`config.mk`:
```
export PLATFORM = sky130hd
export DESIGN_NAME = irq_claim_unit
export DESIGN_NICKNAME = d
export VERILOG_FILES = /design/src/rtl/irq_pkg.sv /design/src/rtl/irq_prio_tree.sv /design/src/rtl/irq_claim_unit.sv
export SDC_FILE = /design/constraint.sdc
export NUM_CORES = 1
export LEC_CHECK = 0
export ABC_AREA = 0
export BUFFER_PORTS_ARGS = -buffer_cell sky130_fd_sc_hd__buf_2
export CORE_ASPECT_RATIO = 0.8
export CORE_UTILIZATION = 60
export CTS_CLUSTER_DIAMETER = 100
export CTS_CLUSTER_SIZE = 40
export DETAILED_ROUTE_END_ITERATION = 6
export PLACE_DENSITY_LB_ADDON = 0.15
export SLEW_MARGIN = 10
export SYNTH_ARGS = -nofsm -noshare
export SYNTH_HDL_FRONTEND = slang
export SYNTH_SLANG_ARGS = --single-unit
```
`constraint.sdc`:
```
create_clock -name clk_i -period 64 [get_ports clk_i]
set_input_delay 3.2 -clock clk_i [delete_from_list [all_inputs] [get_ports clk_i]]
set_output_delay 3.2 -clock clk_i [all_outputs]
set_load 0.02 [all_outputs]
```
`src/rtl/irq_pkg.sv`:
```
// Shared types and defaults for the interrupt claim unit.
package irq_pkg;

    localparam int unsigned PrioWidthDefault = 3;

    typedef enum logic [1:0] {
        IDLE    = 2'd0,
        OFFER   = 2'd1,
        SERVICE = 2'd2
    } irq_state_e;

endpackage : irq_pkg

```
`src/rtl/irq_prio_tree.sv`:
```
// Combinational max-priority search over eligible lines; ties resolve to the lowest index.
module irq_prio_tree
    import irq_pkg::*;
#(
    parameter int unsigned NrInputs  = 32,
    parameter int unsigned PrioWidth = PrioWidthDefault,
    localparam int unsigned IdW      = (NrInputs > 1) ? $clog2(NrInputs) : 1
) (
    input  logic [NrInputs-1:0]           elig_i,
    input  logic [NrInputs*PrioWidth-1:0] prio_i,
    output logic                          found_c_o,
    output logic [IdW-1:0]                id_c_o,
    output logic [PrioWidth-1:0]          prio_c_o
);

    // Strict '>' keeps the earliest (lowest-index) line on equal priority.
    always_comb begin
        found_c_o = 1'b0;
        id_c_o    = '0;
        prio_c_o  = '0;
        for (int unsigned i = 0; i < NrInputs; i++) begin
            if (elig_i[i] && (!found_c_o || (prio_i[i*PrioWidth +: PrioWidth] > prio_c_o))) begin
                found_c_o = 1'b1;
                id_c_o    = IdW'(i);
                prio_c_o  = prio_i[i*PrioWidth +: PrioWidth];
            end
        end
    end

endmodule : irq_prio_tree

```
`src/rtl/irq_claim_unit.sv`:
```
// Interrupt pending/claim/complete unit: one offer, one line in service at a time.
// Optional service watchdog is compiled in with IRQ_CLAIM_TIMEOUT_EN.
module irq_claim_unit
    import irq_pkg::*;
#(
    parameter int unsigned NrInputs      = 32,
    parameter int unsigned PrioWidth     = PrioWidthDefault,
    parameter int unsigned TimeoutCycles = 1024,
    localparam int unsigned IdW          = (NrInputs > 1) ? $clog2(NrInputs) : 1
) (
    input  logic                          clk_i,
    input  logic                          rst_ni,
    input  logic [NrInputs-1:0]           irqs_i,
    input  logic [NrInputs-1:0]           ie_i,
    input  logic [NrInputs*PrioWidth-1:0] prio_i,
    input  logic [PrioWidth-1:0]          threshold_i,
    output logic [NrInputs-1:0]           ip_o,
    output logic                          irq_valid_o,
    output logic [IdW-1:0]                irq_id_o,
    output logic [PrioWidth-1:0]          irq_prio_o,
    input  logic                          irq_ready_i,
    input  logic                          complete_i,
    input  logic [IdW-1:0]                complete_id_i,
    output logic                          timeout_o
);

    irq_state_e           state_q, state_d;
    logic [NrInputs-1:0]  ip_q, ip_d;
    logic                 valid_q, valid_d;
    logic [IdW-1:0]       id_q, id_d;
    logic [PrioWidth-1:0] prio_q, prio_d;
    logic                 timeout_q, timeout_d;

    logic [NrInputs-1:0]  elig_c;
    logic                 found_c;
    logic [IdW-1:0]       win_id_c;
    logic [PrioWidth-1:0] win_prio_c;
    logic                 claim_c;
    logic                 wdog_expired_c;

    always_comb begin
        elig_c = '0;
        for (int unsigned i = 0; i < NrInputs; i++) begin
            elig_c[i] = ip_q[i] & ie_i[i] & (prio_i[i*PrioWidth +: PrioWidth] > threshold_i);
        end
    end

    irq_prio_tree #(
        .NrInputs  (NrInputs),
        .PrioWidth (PrioWidth)
    ) u_prio_tree (
        .elig_i    (elig_c),
        .prio_i    (prio_i),
        .found_c_o (found_c),
        .id_c_o    (win_id_c),
        .prio_c_o  (win_prio_c)
    );

`ifdef IRQ_CLAIM_TIMEOUT_EN
    localparam int unsigned CntW = (TimeoutCycles > 1) ? $clog2(TimeoutCycles) : 1;

    if (TimeoutCycles < 2) begin : g_bad_timeout
        $error("irq_claim_unit: TimeoutCycles must be at least 2");
    end

    logic [CntW-1:0] cnt_q, cnt_d;

    // Counter is zero outside SERVICE, so it restarts on every SERVICE entry.
    assign cnt_d          = (state_q == SERVICE) ? cnt_q + CntW'(1) : '0;
    assign wdog_expired_c = (state_q == SERVICE) && (cnt_q == CntW'(TimeoutCycles - 1));

    always_ff @(posedge clk_i or negedge rst_ni) begin
        if (!rst_ni) begin
            cnt_q <= '0;
        end else begin
            cnt_q <= cnt_d;
        end
    end
`else
    logic [31:0] unused_timeout_cfg;
    assign unused_timeout_cfg = 32'(TimeoutCycles);
    assign wdog_expired_c     = 1'b0;
`endif

    // Next-state, offer capture and claim strobe.
    always_comb begin
        state_d   = state_q;
        valid_d   = 1'b0;
        id_d      = id_q;
        prio_d    = prio_q;
        timeout_d = 1'b0;
        claim_c   = 1'b0;
        unique case (state_q)
            IDLE: begin
                if (found_c) begin
                    state_d = OFFER;
                    valid_d = 1'b1;
                    id_d    = win_id_c;
                    prio_d  = win_prio_c;
                end
            end
            OFFER: begin
                valid_d = 1'b1;
                if (irq_ready_i) begin
                    state_d = SERVICE;
                    valid_d = 1'b0;
                    claim_c = 1'b1;
                end
            end
            SERVICE: begin
                if (complete_i && (complete_id_i == id_q)) begin
                    state_d = IDLE;
                end else if (wdog_expired_c) begin
                    state_d   = IDLE;
                    timeout_d = 1'b1;
                end
            end
            default: state_d = IDLE;
        endcase
    end

    // A new pulse on the claimed line in the claim cycle wins over the clear.
    assign ip_d = (ip_q & ~(claim_c ? (NrInputs'(1) << id_q) : '0)) | irqs_i;

    always_ff @(posedge clk_i or negedge rst_ni) begin
        if (!rst_ni) begin
            state_q   <= IDLE;
            ip_q      <= '0;
            valid_q   <= 1'b0;
            id_q      <= '0;
            prio_q    <= '0;
            timeout_q <= 1'b0;
        end else begin
            state_q   <= state_d;
            ip_q      <= ip_d;
            valid_q   <= valid_d;
            id_q      <= id_d;
            prio_q    <= prio_d;
            timeout_q <= timeout_d;
        end
    end

    assign ip_o        = ip_q;
    assign irq_valid_o = valid_q;
    assign irq_id_o    = id_q;
    assign irq_prio_o  = prio_q;
    assign timeout_o   = timeout_q;

endmodule : irq_claim_unit
```
==> out/metrics.csv <==
metric;value;unit
die_area;0.0148;mm²
grt_pass1_wl;42.6;mm
overflow;0;
synth_top_area_cell;ha_1;
routed_wl;26.9;mm
slew_headroom;28.4;%
cap_violations;0;
ctsResizeCount;0;
die_w;136;µm
ir_drop;0.0275;mV
status;finished clean;
setup_viol;0;
grt_max_degree;44;
fin_setup_tns;0;ps
crit_path_frequent_cell;a21oi_1;
start_util;62.3;%
leakage;4.69;nW
postCtsHoldBufs;0;
slew_viol_final;0;
viasPerCell;6.36;
core_area;0.0137;mm²
antenna_found_initial;1;
ios;214;
synth.lib_cells_used.distinct;101;
dr.pass1.iters;5;
rsz0062_at_grt;no;
port_buffers;212;
grt_pass1_vias;8526;
power.total;378;µW
cp_slowest_cell;o22ai_1;
yosysMostFrequentCell;ha_1;
rows;38;
path_clk_slew;60;ps
vias;9551;
dieHeight;109;µm
arrival;54100;ps
area_growth;16.3;%
track_usage;36.5;%
synth_async_sr_flop_share;100;%
drive_above_1_share;21.0;%
clkSinkCount;43;
detail_route.wl_per_cell;17.9;µm
cp-end-kind;register;
ys_warn_count;0;
crit_type;in2reg;
crit_path_max_incr_delay;650;ps
max_freq;18.5;MHz
finalClockSkew;5.31;ps
synth_nets;1451;
avgSynthCellArea;7.70;µm²
finalCritPeriodShare;84.3;%
place.gp.congestion;1.00;
synthTopCellsByArea;ha_1, dfrtp_1, nand2_1;
drtIter0Drc;819;
tightest_slew;1070;ps
layout_min_cycle_time;53920;ps
cp-start-kind;primary input;
dpl.hpwl;21.8;mm
critPathTopFamily;compound AO/OA/AOI/OAI gates;
drc;0;
cts_buffers;5;
synth_edf_count;0;
cp.required;64180;ps
postCtsSetupBuffers;0;
cp_max_fo;32;
diodes;0;
path_buf_inv;11;
synth_top_area_share;24.4;%
seq_area_frac_synth;12.6;%
hold_viol;0;
p_per_area;38.0;mW/mm²
synth_common_cells;ha_1, nand2_1, inv_1, a21oi_1;
clock_latency;290;ps
antenna_left;0;
synth_ff_type;dfrtp_1;
htree_num_levels;2;
syn-cell-area;0.00856;mm²
hp-class;reg2reg;
synthCells;1112;
cts-root-buf;clkbuf_16;
cts_tree;done;
nNetsFinal;1660;
clock_path_buffers;2;
yosys_register_bits;43;
fill_cells;1171;
[layout by cell type (no fill, tap or decap), drive strengths merged, types with 6 or more instances in the layout]
cell type,instances
a21boi,11
nand3,43
nand2b,8
o21ai,73
nand2,124
o21a,27
nor3,25
buf,216
and2,16
a311oi,12
o31ai,6
nor4,12
clkbuf,6
or3,7
a211oi,14
o211ai,13
o311ai,7
nor2,61
dfrtp,43
a21oi,81
and4,7
o2111ai,6
mux2,9
nor2b,38
or2,8
a31oi,25
mux2i,7
a21o,47
inv,90
ha,167
nand4,9
and3,12
nand3b,7
[sequential cells by signal, indices dropped and copies added (netlist names)]
| register | flops |
|---|---|
| ip_o | 32 |
| irq_id_o | 5 |
| irq_prio_o | 3 |
| state_q | 2 |
| irq_valid_o | 1 |
[path summary, 6_finish.rpt]
check	start	endpoint	slack [ps]	cells past startpoint
worst max-delay path	threshold_i[2]	irq_id_o[3]	10080	242
worst min-delay path	ip_o[9]	ip_o[9]	500	1
worst max register to register	ip_o[0]	irq_id_o[3]	13740	238
worst min register to register	ip_o[9]	ip_o[9]	500	1
max in group asynchronous	rst_ni	ip_o[19]	60230	1
min in group asynchronous	rst_ni	ip_o[27]	3100	1
[layer usage]
metal  vias up  GRT usage (%)  part of all wire (%)
met2       464           56.1                    42
met5         -              0                     0
met4         0           10.6                   2.6
li1       4641              -                     -
met3        60           4.70                   8.4
met1      4386           52.9                    47
[report_power, final]
group          internal, mW  switching, mW
clock network        0.0153         0.0113
registers            0.0316        0.00802
logic                 0.134          0.178
[cell type report]
| type | instances | area [µm²] | area share [%] |
|---|---|---|---|
| flip-flops and latches | 43 | 1080 | 10.8 |
| multi-input cells | 965 | 7080 | 71.1 |
| repair buffers | 216 | 1090 | 11.0 |
| clock inverters | 1 | 5.00 | 0.0503 |
| well taps | 180 | 225 | 2.26 |
| inverters | 90 | 338 | 3.39 |
| clock buffers | 6 | 139 | 1.39 |
[metrics by stage]
step | utilization (%) | setup slack (ps) | hold slack (ps) | std cells | cell area [µm²]
after floorplan | - | 16430 | 522 | 1112 | 8560
after global placement | 71.4 | 11920 | 481 | 1494 | 9810
after detailed placement | 71.4 | 10740 | 474 | 1494 | 9810
after CTS | 72.5 | 10860 | 498 | 1501 | 9960
after global routing | 72.5 | 5590 | 520 | 1501 | 9960
final | 72.5 | 10080 | 500 | 1501 | 9960
[cells by family (layout without fill, tap and decap cells)]
group | after synthesis | in the layout | share of synthesized area (%)
multiplexers | 16 | 16 | 2.05
flip-flops | 43 | 43 | 12.6
adder cells (fa/ha/maj) | 171 | 171 | 24.9
AND/OR/NAND/NOR | 383 | 383 | 22.4
buffers and inverters | 104 | 313 | 4.70
AO/OA/AOI/OAI | 389 | 389 | 32.9
other | 1 | 1 | 0.0438
XOR/XNOR | 5 | 5 | 0.511
Power figures use the tool's default switching activity.
